===== src/rtl/game_state_ctrl_if.sv =====
// game_state_ctrl_if: controller <-> game datapath bundle.
// master is the sequencer side, slave the paddle/ball/brick side.
interface game_state_ctrl_if #(
  parameter int CORDW = 10
);
  logic             ball_lost;
  logic             bricks_clear;
  logic             brick_hit;
  logic             play_en;
  logic             serve;
  logic             bricks_reload;
  logic [2:0]       lives;
  logic [3:0]       level;
  logic [CORDW-1:0] speed;
  logic [3:0]       score_tens;
  logic [3:0]       score_units;
  logic [2:0]       state;

  modport master (
    input  ball_lost, bricks_clear, brick_hit,
    output play_en, serve, bricks_reload,
    output lives, level, speed,
    output score_tens, score_units, state
  );

  modport slave (
    output ball_lost, bricks_clear, brick_hit,
    input  play_en, serve, bricks_reload,
    input  lives, level, speed,
    input  score_tens, score_units, state
  );
endinterface


===== src/rtl/game_state_ctrl.sv =====
// game_state_ctrl: frame-level game phase sequencer.
// Define GAME_CTRL_PAUSE_EN to add the two-button PAUSE state.
module game_state_ctrl #(
  parameter int CORDW        = 10,
  parameter int LIVES_INIT   = 3,
  parameter int SERVE_FRAMES = 60,
  parameter int OVER_FRAMES  = 180,
  parameter int SPEED_INIT   = 5,
  parameter int SPEED_MAX    = 9
) (
  input  logic clk,
  input  logic rst_n,
  input  logic frame,
  input  logic btn1,
  input  logic btn2,
  game_state_ctrl_if.master dp
);

  localparam logic [2:0] S_IDLE  = 3'd0;
  localparam logic [2:0] S_SERVE = 3'd1;
  localparam logic [2:0] S_PLAY  = 3'd2;
  localparam logic [2:0] S_LOST  = 3'd3;
  localparam logic [2:0] S_CLEAR = 3'd4;
  localparam logic [2:0] S_OVER  = 3'd5;
`ifdef GAME_CTRL_PAUSE_EN
  localparam logic [2:0] S_PAUSE = 3'd6;
`endif

  localparam logic [7:0] T_SERVE = 8'(SERVE_FRAMES);
  localparam logic [7:0] T_OVER  = 8'(OVER_FRAMES);
  localparam logic [2:0] L_INIT  = 3'(LIVES_INIT);
  localparam logic [CORDW-1:0] SPD_INIT = CORDW'(SPEED_INIT);
  localparam logic [CORDW-1:0] SPD_MAX  = CORDW'(SPEED_MAX);

  logic [1:0] b1_sync_q, b2_sync_q;
  logic       b1_prev_q, b2_prev_q;
  logic       b1_rise, b2_rise, press;

  logic [2:0]       state_q, state_d;
  logic             play_en_q, play_en_d;
  logic             serve_q, serve_d;
  logic             reload_q, reload_d;
  logic [2:0]       lives_q, lives_d;
  logic [3:0]       level_q, level_d;
  logic [CORDW-1:0] speed_q, speed_d;
  logic [3:0]       tens_q, tens_d;
  logic [3:0]       units_q, units_d;
  logic [7:0]       timer_q, timer_d;

  always_ff @(posedge clk or negedge rst_n) begin
    if (!rst_n) begin
      b1_sync_q <= 2'b00;
      b2_sync_q <= 2'b00;
      b1_prev_q <= 1'b0;
      b2_prev_q <= 1'b0;
    end else begin
      b1_sync_q <= {b1_sync_q[0], btn1};
      b2_sync_q <= {b2_sync_q[0], btn2};
      b1_prev_q <= b1_sync_q[1];
      b2_prev_q <= b2_sync_q[1];
    end
  end

  assign b1_rise = b1_sync_q[1] & ~b1_prev_q;
  assign b2_rise = b2_sync_q[1] & ~b2_prev_q;

`ifdef GAME_CTRL_PAUSE_EN
  logic both_now, both_prev_q, both_rise;

  assign both_now = b1_sync_q[1] & b2_sync_q[1];

  always_ff @(posedge clk or negedge rst_n) begin
    if (!rst_n) both_prev_q <= 1'b0;
    else        both_prev_q <= both_now;
  end

  assign both_rise = both_now & ~both_prev_q;
  // a chord is a pause toggle, never a start press
  assign press = (b1_rise | b2_rise) & ~both_rise;
`else
  assign press = b1_rise | b2_rise;
`endif

  always_comb begin
    state_d   = state_q;
    play_en_d = play_en_q;
    serve_d   = 1'b0;
    reload_d  = 1'b0;
    lives_d   = lives_q;
    level_d   = level_q;
    speed_d   = speed_q;
    tens_d    = tens_q;
    units_d   = units_q;
    timer_d   = timer_q;

    // counts on the PLAY exit cycle too
    if (state_q == S_PLAY && dp.brick_hit) begin
      if (units_q != 4'd9) begin
        units_d = units_q + 4'd1;
      end else if (tens_q != 4'd9) begin
        units_d = 4'd0;
        tens_d  = tens_q + 4'd1;
      end
    end

    case (state_q)
      S_IDLE: begin
        if (press) begin
          state_d  = S_SERVE;
          serve_d  = 1'b1;
          reload_d = 1'b1;
          lives_d  = L_INIT;
          level_d  = 4'd1;
          speed_d  = SPD_INIT;
          tens_d   = 4'd0;
          units_d  = 4'd0;
          timer_d  = T_SERVE;
        end
      end
      S_SERVE: begin
        if (frame) begin
          timer_d = timer_q - 8'd1;
          if (timer_q <= 8'd1) begin
            state_d   = S_PLAY;
            play_en_d = 1'b1;
            timer_d   = 8'd0;
          end
        end
      end
      S_PLAY: begin
        if (frame && dp.bricks_clear) begin
          state_d   = S_CLEAR;
          play_en_d = 1'b0;
        end else if (frame && dp.ball_lost) begin
          state_d   = S_LOST;
          play_en_d = 1'b0;
`ifdef GAME_CTRL_PAUSE_EN
        end else if (both_rise) begin
          state_d   = S_PAUSE;
          play_en_d = 1'b0;
`endif
        end
      end
      S_LOST: begin
        if (lives_q <= 3'd1) begin
          lives_d = 3'd0;
          state_d = S_OVER;
          timer_d = T_OVER;
        end else begin
          lives_d = lives_q - 3'd1;
          state_d = S_SERVE;
          serve_d = 1'b1;
          timer_d = T_SERVE;
        end
      end
      S_CLEAR: begin
        if (level_q != 4'd15) level_d = level_q + 4'd1;
        if (speed_q < SPD_MAX) speed_d = speed_q + 1'b1;
        state_d  = S_SERVE;
        serve_d  = 1'b1;
        reload_d = 1'b1;
        timer_d  = T_SERVE;
      end
      S_OVER: begin
        if (frame) begin
          timer_d = timer_q - 8'd1;
          if (timer_q <= 8'd1) begin
            state_d = S_IDLE;
            timer_d = 8'd0;
          end
        end
      end
`ifdef GAME_CTRL_PAUSE_EN
      S_PAUSE: begin
        if (both_rise) begin
          state_d   = S_PLAY;
          play_en_d = 1'b1;
        end
      end
`endif
      default: begin
        state_d   = S_IDLE;
        play_en_d = 1'b0;
      end
    endcase
  end

  always_ff @(posedge clk or negedge rst_n) begin
    if (!rst_n) begin
      state_q   <= S_IDLE;
      play_en_q <= 1'b0;
      serve_q   <= 1'b0;
      reload_q  <= 1'b0;
      lives_q   <= 3'd0;
      level_q   <= 4'd0;
      speed_q   <= SPD_INIT;
      tens_q    <= 4'd0;
      units_q   <= 4'd0;
      timer_q   <= 8'd0;
    end else begin
      state_q   <= state_d;
      play_en_q <= play_en_d;
      serve_q   <= serve_d;
      reload_q  <= reload_d;
      lives_q   <= lives_d;
      level_q   <= level_d;
      speed_q   <= speed_d;
      tens_q    <= tens_d;
      units_q   <= units_d;
      timer_q   <= timer_d;
    end
  end

  assign dp.state         = state_q;
  assign dp.play_en       = play_en_q;
  assign dp.serve         = serve_q;
  assign dp.bricks_reload = reload_q;
  assign dp.lives         = lives_q;
  assign dp.level         = level_q;
  assign dp.speed         = speed_q;
  assign dp.score_tens    = tens_q;
  assign dp.score_units   = units_q;

endmodule


===== src/flat_wrapper.sv =====
// flat-port wrapper written by rule: the top's interface ports become plain ports
module game_state_ctrl_flat 
#(
  parameter int CORDW        = 10,
  parameter int LIVES_INIT   = 3,
  parameter int SERVE_FRAMES = 60,
  parameter int OVER_FRAMES  = 180,
  parameter int SPEED_INIT   = 5,
  parameter int SPEED_MAX    = 9
)
  (clk, rst_n, frame, btn1, btn2, dp_ball_lost, dp_bricks_clear, dp_brick_hit, dp_play_en, dp_serve, dp_bricks_reload, dp_lives, dp_level, dp_speed, dp_score_tens, dp_score_units, dp_state);
  game_state_ctrl_if #(.CORDW(CORDW)) dp_i ();
  input  logic clk;
  input  logic rst_n;
  input  logic frame;
  input  logic btn1;
  input  logic btn2;
  input wire logic [$bits(dp_i.ball_lost)-1:0] dp_ball_lost;
  input wire logic [$bits(dp_i.bricks_clear)-1:0] dp_bricks_clear;
  input wire logic [$bits(dp_i.brick_hit)-1:0] dp_brick_hit;
  output wire logic [$bits(dp_i.play_en)-1:0] dp_play_en;
  output wire logic [$bits(dp_i.serve)-1:0] dp_serve;
  output wire logic [$bits(dp_i.bricks_reload)-1:0] dp_bricks_reload;
  output wire logic [$bits(dp_i.lives)-1:0] dp_lives;
  output wire logic [$bits(dp_i.level)-1:0] dp_level;
  output wire logic [$bits(dp_i.speed)-1:0] dp_speed;
  output wire logic [$bits(dp_i.score_tens)-1:0] dp_score_tens;
  output wire logic [$bits(dp_i.score_units)-1:0] dp_score_units;
  output wire logic [$bits(dp_i.state)-1:0] dp_state;
  assign dp_i.ball_lost = dp_ball_lost;
  assign dp_i.bricks_clear = dp_bricks_clear;
  assign dp_i.brick_hit = dp_brick_hit;
  assign dp_play_en = dp_i.play_en;
  assign dp_serve = dp_i.serve;
  assign dp_bricks_reload = dp_i.bricks_reload;
  assign dp_lives = dp_i.lives;
  assign dp_level = dp_i.level;
  assign dp_speed = dp_i.speed;
  assign dp_score_tens = dp_i.score_tens;
  assign dp_score_units = dp_i.score_units;
  assign dp_state = dp_i.state;
  game_state_ctrl #(.CORDW(CORDW), .LIVES_INIT(LIVES_INIT), .SERVE_FRAMES(SERVE_FRAMES), .OVER_FRAMES(OVER_FRAMES), .SPEED_INIT(SPEED_INIT), .SPEED_MAX(SPEED_MAX)) u_core (.clk(clk), .rst_n(rst_n), .frame(frame), .btn1(btn1), .btn2(btn2), .dp(dp_i));
endmodule

===== config.mk =====
export PLATFORM = sky130hd
export DESIGN_NAME = game_state_ctrl_flat
export DESIGN_NICKNAME = d
export VERILOG_FILES = /design/src/rtl/game_state_ctrl_if.sv /design/src/rtl/game_state_ctrl.sv /design/src/flat_wrapper.sv
export SDC_FILE = /design/constraint.sdc
export NUM_CORES = 1
export LEC_CHECK = 0
export BUFFER_PORTS_ARGS = -buffer_cell sky130_fd_sc_hd__buf_2
export CORE_UTILIZATION = 50
export CTS_BUF_LIST = sky130_fd_sc_hd__clkbuf_4 sky130_fd_sc_hd__clkbuf_8 sky130_fd_sc_hd__clkbuf_16
export DETAILED_ROUTE_END_ITERATION = 7
export PLACE_DENSITY = 0.82
export REMOVE_ABC_BUFFERS = 1
export SYNTH_ARGS = -nofsm -noshare
export SYNTH_HDL_FRONTEND = slang
export SYNTH_SLANG_ARGS = --single-unit

===== constraint.sdc =====
create_clock -name clk -period 1.8 [get_ports clk]
set_clock_uncertainty 0.05 [all_clocks]
set_input_delay 0.18 -clock clk [delete_from_list [all_inputs] [get_ports clk]]
set_output_delay 0.18 -clock clk [all_outputs]
set_load 0.1 [all_outputs]

; ---- After elaboration in Yosys (flattened, before gate mapping)
; Cells that the tools add are included.
[word_totals]
regBits = 45
latchBits = 0
ram_bits = 0
mem_bits_ro = 0
inputBits = 8
out_inout_bits = 31
memories = 0
[op_classes]
n_addsub = 6
mul = 0
div = 0
order_cmp = 3
n_eq_ne = 17
shifts = 0
muxes = 42
bitwise = 6
reduce_logical = 15
[op_table]
columns = operator, count
row1 = 4-bit 2-to-1 mux, 12
row2 = 8-bit 2-to-1 mux, 4
row3 = 8-bit case mux with 4 select lines, 1
row4 = 3-bit 2-to-1 mux, 10
row5 = 10-bit 2-to-1 mux, 2
row6 = 10-bit case mux with 2 select lines, 1
row7 = 3-bit case mux with 6 select lines, 1
row8 = 4-bit by 1-bit adder with 4-bit output (second input constant), 3
row9 = 2-bit by 1-bit != test with 1-bit output (second input constant), 6
row10 = 4-bit != test (second input constant), 3
row11 = 10-bit by 1-bit adder with 10-bit output (second input constant), 1
row12 = 10-bit by 4-bit < comparator with 1-bit output (second input constant), 1
row13 = 3-bit AND reduction, 3
row14 = 8-bit by 1-bit less-or-equal comparator with 1-bit output (second input constant), 1
row15 = 4-bit case mux with 2 select lines, 1
row16 = 8-bit by 1-bit subtractor with 8-bit output (second input constant), 1
row17 = 3-bit by 2-bit equality test with 1-bit output (second input constant), 2
row18 = 3-bit equality test (second input constant), 2
row19 = 1-bit 2-to-1 mux, 6
row20 = 1-bit case mux with 3 select lines, 2
row21 = 3-bit case mux with 2 select lines, 1
row22 = 6-bit AND reduction, 1
row23 = 2-bit != test (second input constant), 2
row24 = 4-bit AND reduction, 1
row25 = 15 further kinds, 21

; ---- Depth between registers and ports, before layout
[logic_depth]
ltp_word = 6
depth_mapped = 6
mapped_depth_nobuf = 6

; ---- Worst setup path after synthesis
; Ideal clock, no wire load.
[synth_path]
path_type = register to register
from = register u_core.state_q[1] (netlist: u_core.dp.state[1])
to = register u_core.timer_q[3]
setup_time_ns = 0.126
arrival_ns = 2.187
required_ns = 1.624
slack_ns = -0.563
stages_incl_launch_ff = 6
n_path_buf = 1
synth_period_minus_slack_ns = 2.363
path_cell_list = dfrtp_1 -> buf_2 -> nand2b_1 -> a2bb2oi_1 -> nand3_1 -> a221o_1
[synth_between]
elab_chain_len = 4
[synth_lines]
columns = item, line_no
row1 = start: declaration, game_state_ctrl.sv:39  ; logic [2:0] state_q, state_d;
row2 = start signal: assignment, game_state_ctrl.sv:201  ; state_q <= state_d;
row3 = 3-bit by 1-bit equality test with 1-bit output or 3-bit equality test (tied branches), game_state_ctrl.sv:106  ; case (state_q)
row4 = 2-bit OR reduction (no line), -
row5 = 2-bit by 1-bit != test with 1-bit output (no line) or 4-bit nonzero test (tied branches), -
row6 = 3-bit AND reduction (no line), -
row7 = end signal: assignment, game_state_ctrl.sv:210  ; timer_q <= timer_d;
row8 = end: declaration, game_state_ctrl.sv:48  ; logic [7:0] timer_q, timer_d;
; Several ways; a longest one is shown, not always the timed one.
; A chain may end at the register's enable or synchronous reset.

; ---- Final worst setup path
[layout_path]
from = register u_core.speed_q[6] (netlist: u_core.dp.speed[6])
to = register u_core.speed_q[0] (netlist: u_core.dp.speed[0])
[layout_between]
elab_chain_len = 3
[layout_lines]
columns = item, line_no
row1 = start: declaration, game_state_ctrl.sv:45  ; logic [CORDW-1:0] speed_q, speed_d;
row2 = start signal: assignment, game_state_ctrl.sv:207  ; speed_q <= speed_d;
row3 = 10-bit by 4-bit < comparator with 1-bit output, game_state_ctrl.sv:158  ; if (speed_q < SPD_MAX) speed_d = speed_q + 1'b1;
row4 = 2-bit by 1-bit != test with 1-bit output (no line), -
row5 = 3-bit AND reduction (no line), -
; No other way between the ends.

==> results.txt <==
Crit path arrival time = 1930 ps
EDFF count, synth = 0
N_diodes = 0
GRT Resource Usage Total = 21.0%
Hold Path Cell Cnt = 2
# DRC = 0
Fill count = 358
Peak supply drop = 0.000861 V
Proportion of layout cells with a drive suffix above 1 = 30.1%
Setup tns final = 0 ps
Hold Startpoint = frame
PnR worst setup slack = 50.5 ps
Main synth FF type = dfrtp_1
Fmax = 0.572 GHz
Total clock sinks = 45
Num CTS Buffers = 5
I/O Buffers = 38
Layout area overhead = 22.9%
Asr flop ratio synth = 100%
Later-pin clock latency in the skew report = 300 ps
Antenna Nets Post-Route = 0
Vias in the first global route = 1813
Crit Path Category = reg2reg
Global-route wire length before repair = 8040 µm
Period utilization = 97.2%
Initial Util = 52.4%
CP cell instances = or4_4, a2111oi_4, buf_4, nor3_1, a21oi_1
Ys Warns = 0
Fraction of the yosys area taken by sequential cells = 49.5%
Final RePlAce weighted congestion = 0.856
Total vias in the final route = 1849
R2R setup slack = 50 ps
Die area = 0.00483 mm²
Reg-to-reg startpoint = u_core.dp.speed[6]
Drt pass-1 iters = 4
Finish-stage setup viols = 0
Final Hold Viols = 0
Layout net count = 297
Clock buffer depth = 2
Area leader, netlist = dfrtp_1
CP Launch Type = flip-flop
Worst endpoint required time = 1980 ps
Root buffer cell = clkbuf_8
Max-slew headroom = 62.2%
Total core area = 0.00435 mm²
Worst-path clk slew = 80 ps
Pwr dens = 1290 mW/mm²
DR vias/cell = 5.59
CTS tree = yes
Static leakage = 1.41 nW
Most common cell after layout, fill and taps aside = dfrtp_1
Max cap viols = 0
Die Wd = 69.5 µm
R2R Path End = u_core.dp.speed[0]
CP peak stage delay = 550 ps
Largest net degree at the start of global routing = 46
Gate Count Post-Synth = 221
DRT iter0 DRCs = 84
Unique masters post-synth = 55
Antenna violations before repair = 0
Routed len/inst = 14.5 µm
Period minus WS final = 1750 ps
Rows = 24
Final WL = 4810 µm
CP endpoint kind = flip-flop
H-tree levels = 2
Synth top area share = 47.2%
Place WS = -6.15 ps
Slowest stage cell, crit path = or4_4
Most frequent cells in the layout = dfrtp_1 (43), buf_2 (38), buf_4 (17)
Status = complete, no violations
Hold path endpoint = u_core.dp.state[0]
DP HPWL = 3430 µm
Max Slew Vio Count = 0
Top-Level Pins = 39
Post-Syn Area = 0.00228 mm²
Worst-margin pin slew = 567 ps
R2r worst-path depth = 5
Syn_area_per_cell = 10.3 µm²
Hold Path Class = in2reg
Die Y = 69.5 µm
Critical path peak fanout = 4
RSZ-0062 raised after global routing = yes
Total congestion overflow = 0
Seq cells post-synth = 45
Synth top area cells = dfrtp_1 (47%), ha_1 (6.0%), nand3_1 (2.9%)
[flip-flops by register name (all words and copies together), names as in the netlist]
register	cells
u_core.b1_sync_q	2
u_core.dp.bricks_reload	1
u_core.dp.level	4
u_core.b2_sync_q	2
u_core.timer_q	8
u_core.dp.serve	1
u_core.dp.state	3
u_core.dp.score_tens	4
u_core.b1_prev_q	1
u_core.dp.play_en	1
u_core.dp.score_units	4
u_core.b2_prev_q	1
u_core.dp.speed	10
u_core.dp.lives	3
[synth_stat cells (all sizes together) (3+ instances only)]
| cell | n |
|---|---|
| dfrtp | 43 |
| nor2 | 16 |
| nand2 | 14 |
| nand3 | 13 |
| inv | 12 |
| ha | 11 |
| a21oi | 10 |
| and2 | 7 |
| o21ai | 7 |
| a31oi | 6 |
| o22ai | 6 |
| buf | 5 |
| nand2b | 5 |
| o31ai | 5 |
| a22o | 3 |
| and3b | 3 |
| clkbuf | 3 |
| mux2i | 3 |
| nand3b | 3 |
| nor3 | 3 |
| or4 | 3 |
[critical path: cells and delay by family (launching register included)]
family | cells | cell delay, ps
AOI/OAI and AO/OA | 2 | 460
buffers and inverters | 1 | 190
DFF | 1 | 390
and+or+nand+nor | 2 | 590
[stage by stage]
stage / cells / hold WS, ps / power (mW) / utilization [%] / cell area (µm²)
final: 331 / 142 / 3.61 / 64.4 / 2800
after global routing: 331 / 147 / 3.81 / 64.4 / 2800
after CTS: 331 / 121 / 3.59 / 63.4 / 2760
after detailed placement: 320 / 239 / 2.88 / 60.3 / 2630
after global placement: 320 / 238 / 2.84 / 60.3 / 2630
after floorplan: 213 / -166 / 2.52 / - / 2240
[cell type report]
type | count | area, µm² | area share [%]
Clock buffer | 7 | 96.3 | 3.44
Clock inverter | 1 | 5.00 | 0.179
Inverter | 12 | 45.0 | 1.61
Multi-Input combinational cell | 156 | 1110 | 39.8
Sequential cell | 45 | 1130 | 40.3
Tap cell | 52 | 65.1 | 2.32
Timing Repair Buffer | 58 | 348 | 12.4
[report_power, final]
| group | internal, mW | total, mW | switching, mW |
|---|---|---|---|
| logic | 0.464 | 1.58 | 1.12 |
| clock network | 0.347 | 0.676 | 0.329 |
| registers | 1.19 | 1.35 | 0.162 |
| total | 2.00 | 3.61 | 1.61 |
[per-layer routing]
| metal | vias to the layer above | track usage (%) | share of wire, % |
|---|---|---|---|
| li1 | 916 | - | - |
| met4 | 0 | 6.80 | 1.5 |
| met2 | 54 | 35.7 | 49 |
| met3 | 7 | 5.67 | 5.2 |
| met1 | 872 | 25.9 | 45 |
| met5 | - | 0 | 0 |
[worst max path at each step]
stage / start / endpoint / slack, ps / cells past startpoint
after floorplan: u_core.dp.state[1] / u_core.dp.score_tens[1] / -650 / 4
after global placement: u_core.dp.speed[6] / u_core.dp.speed[0] / 60 / 5
after detailed placement: u_core.timer_q[0] / u_core.timer_q[6] / -6 / 5
after CTS: u_core.timer_q[0] / u_core.timer_q[6] / 10 / 5
after global routing: u_core.dp.speed[6] / u_core.dp.speed[0] / -60 / 5
final: u_core.dp.speed[6] / u_core.dp.speed[0] / 50 / 5
[cells by family (layout without fill, tap and decap cells)]
kind of cell,after synthesis,count (layout),synth area share (%)
AO/OA/AOI/OAI,56,56,17.9
XOR/XNOR,3,3,1.15
adder cells (fa/ha/maj),11,11,6.04
buffers and inverters,20,78,3.57
flip-flops,45,45,49.5
multiplexers,4,4,1.81
AND/OR/NAND/NOR,82,82,20.0
[what timing repair did]
action                                  in CTS  in global routing
pin swaps                                    1                  1
hold endpoints to repair                    45                  0
endpoints found under the setup margin       2                  9
hold buffers                                 3                  0
buffers inserted                             0                  0
gates resized for setup                      2                  9
Note: power is estimated with default switching activity, not from simulation.
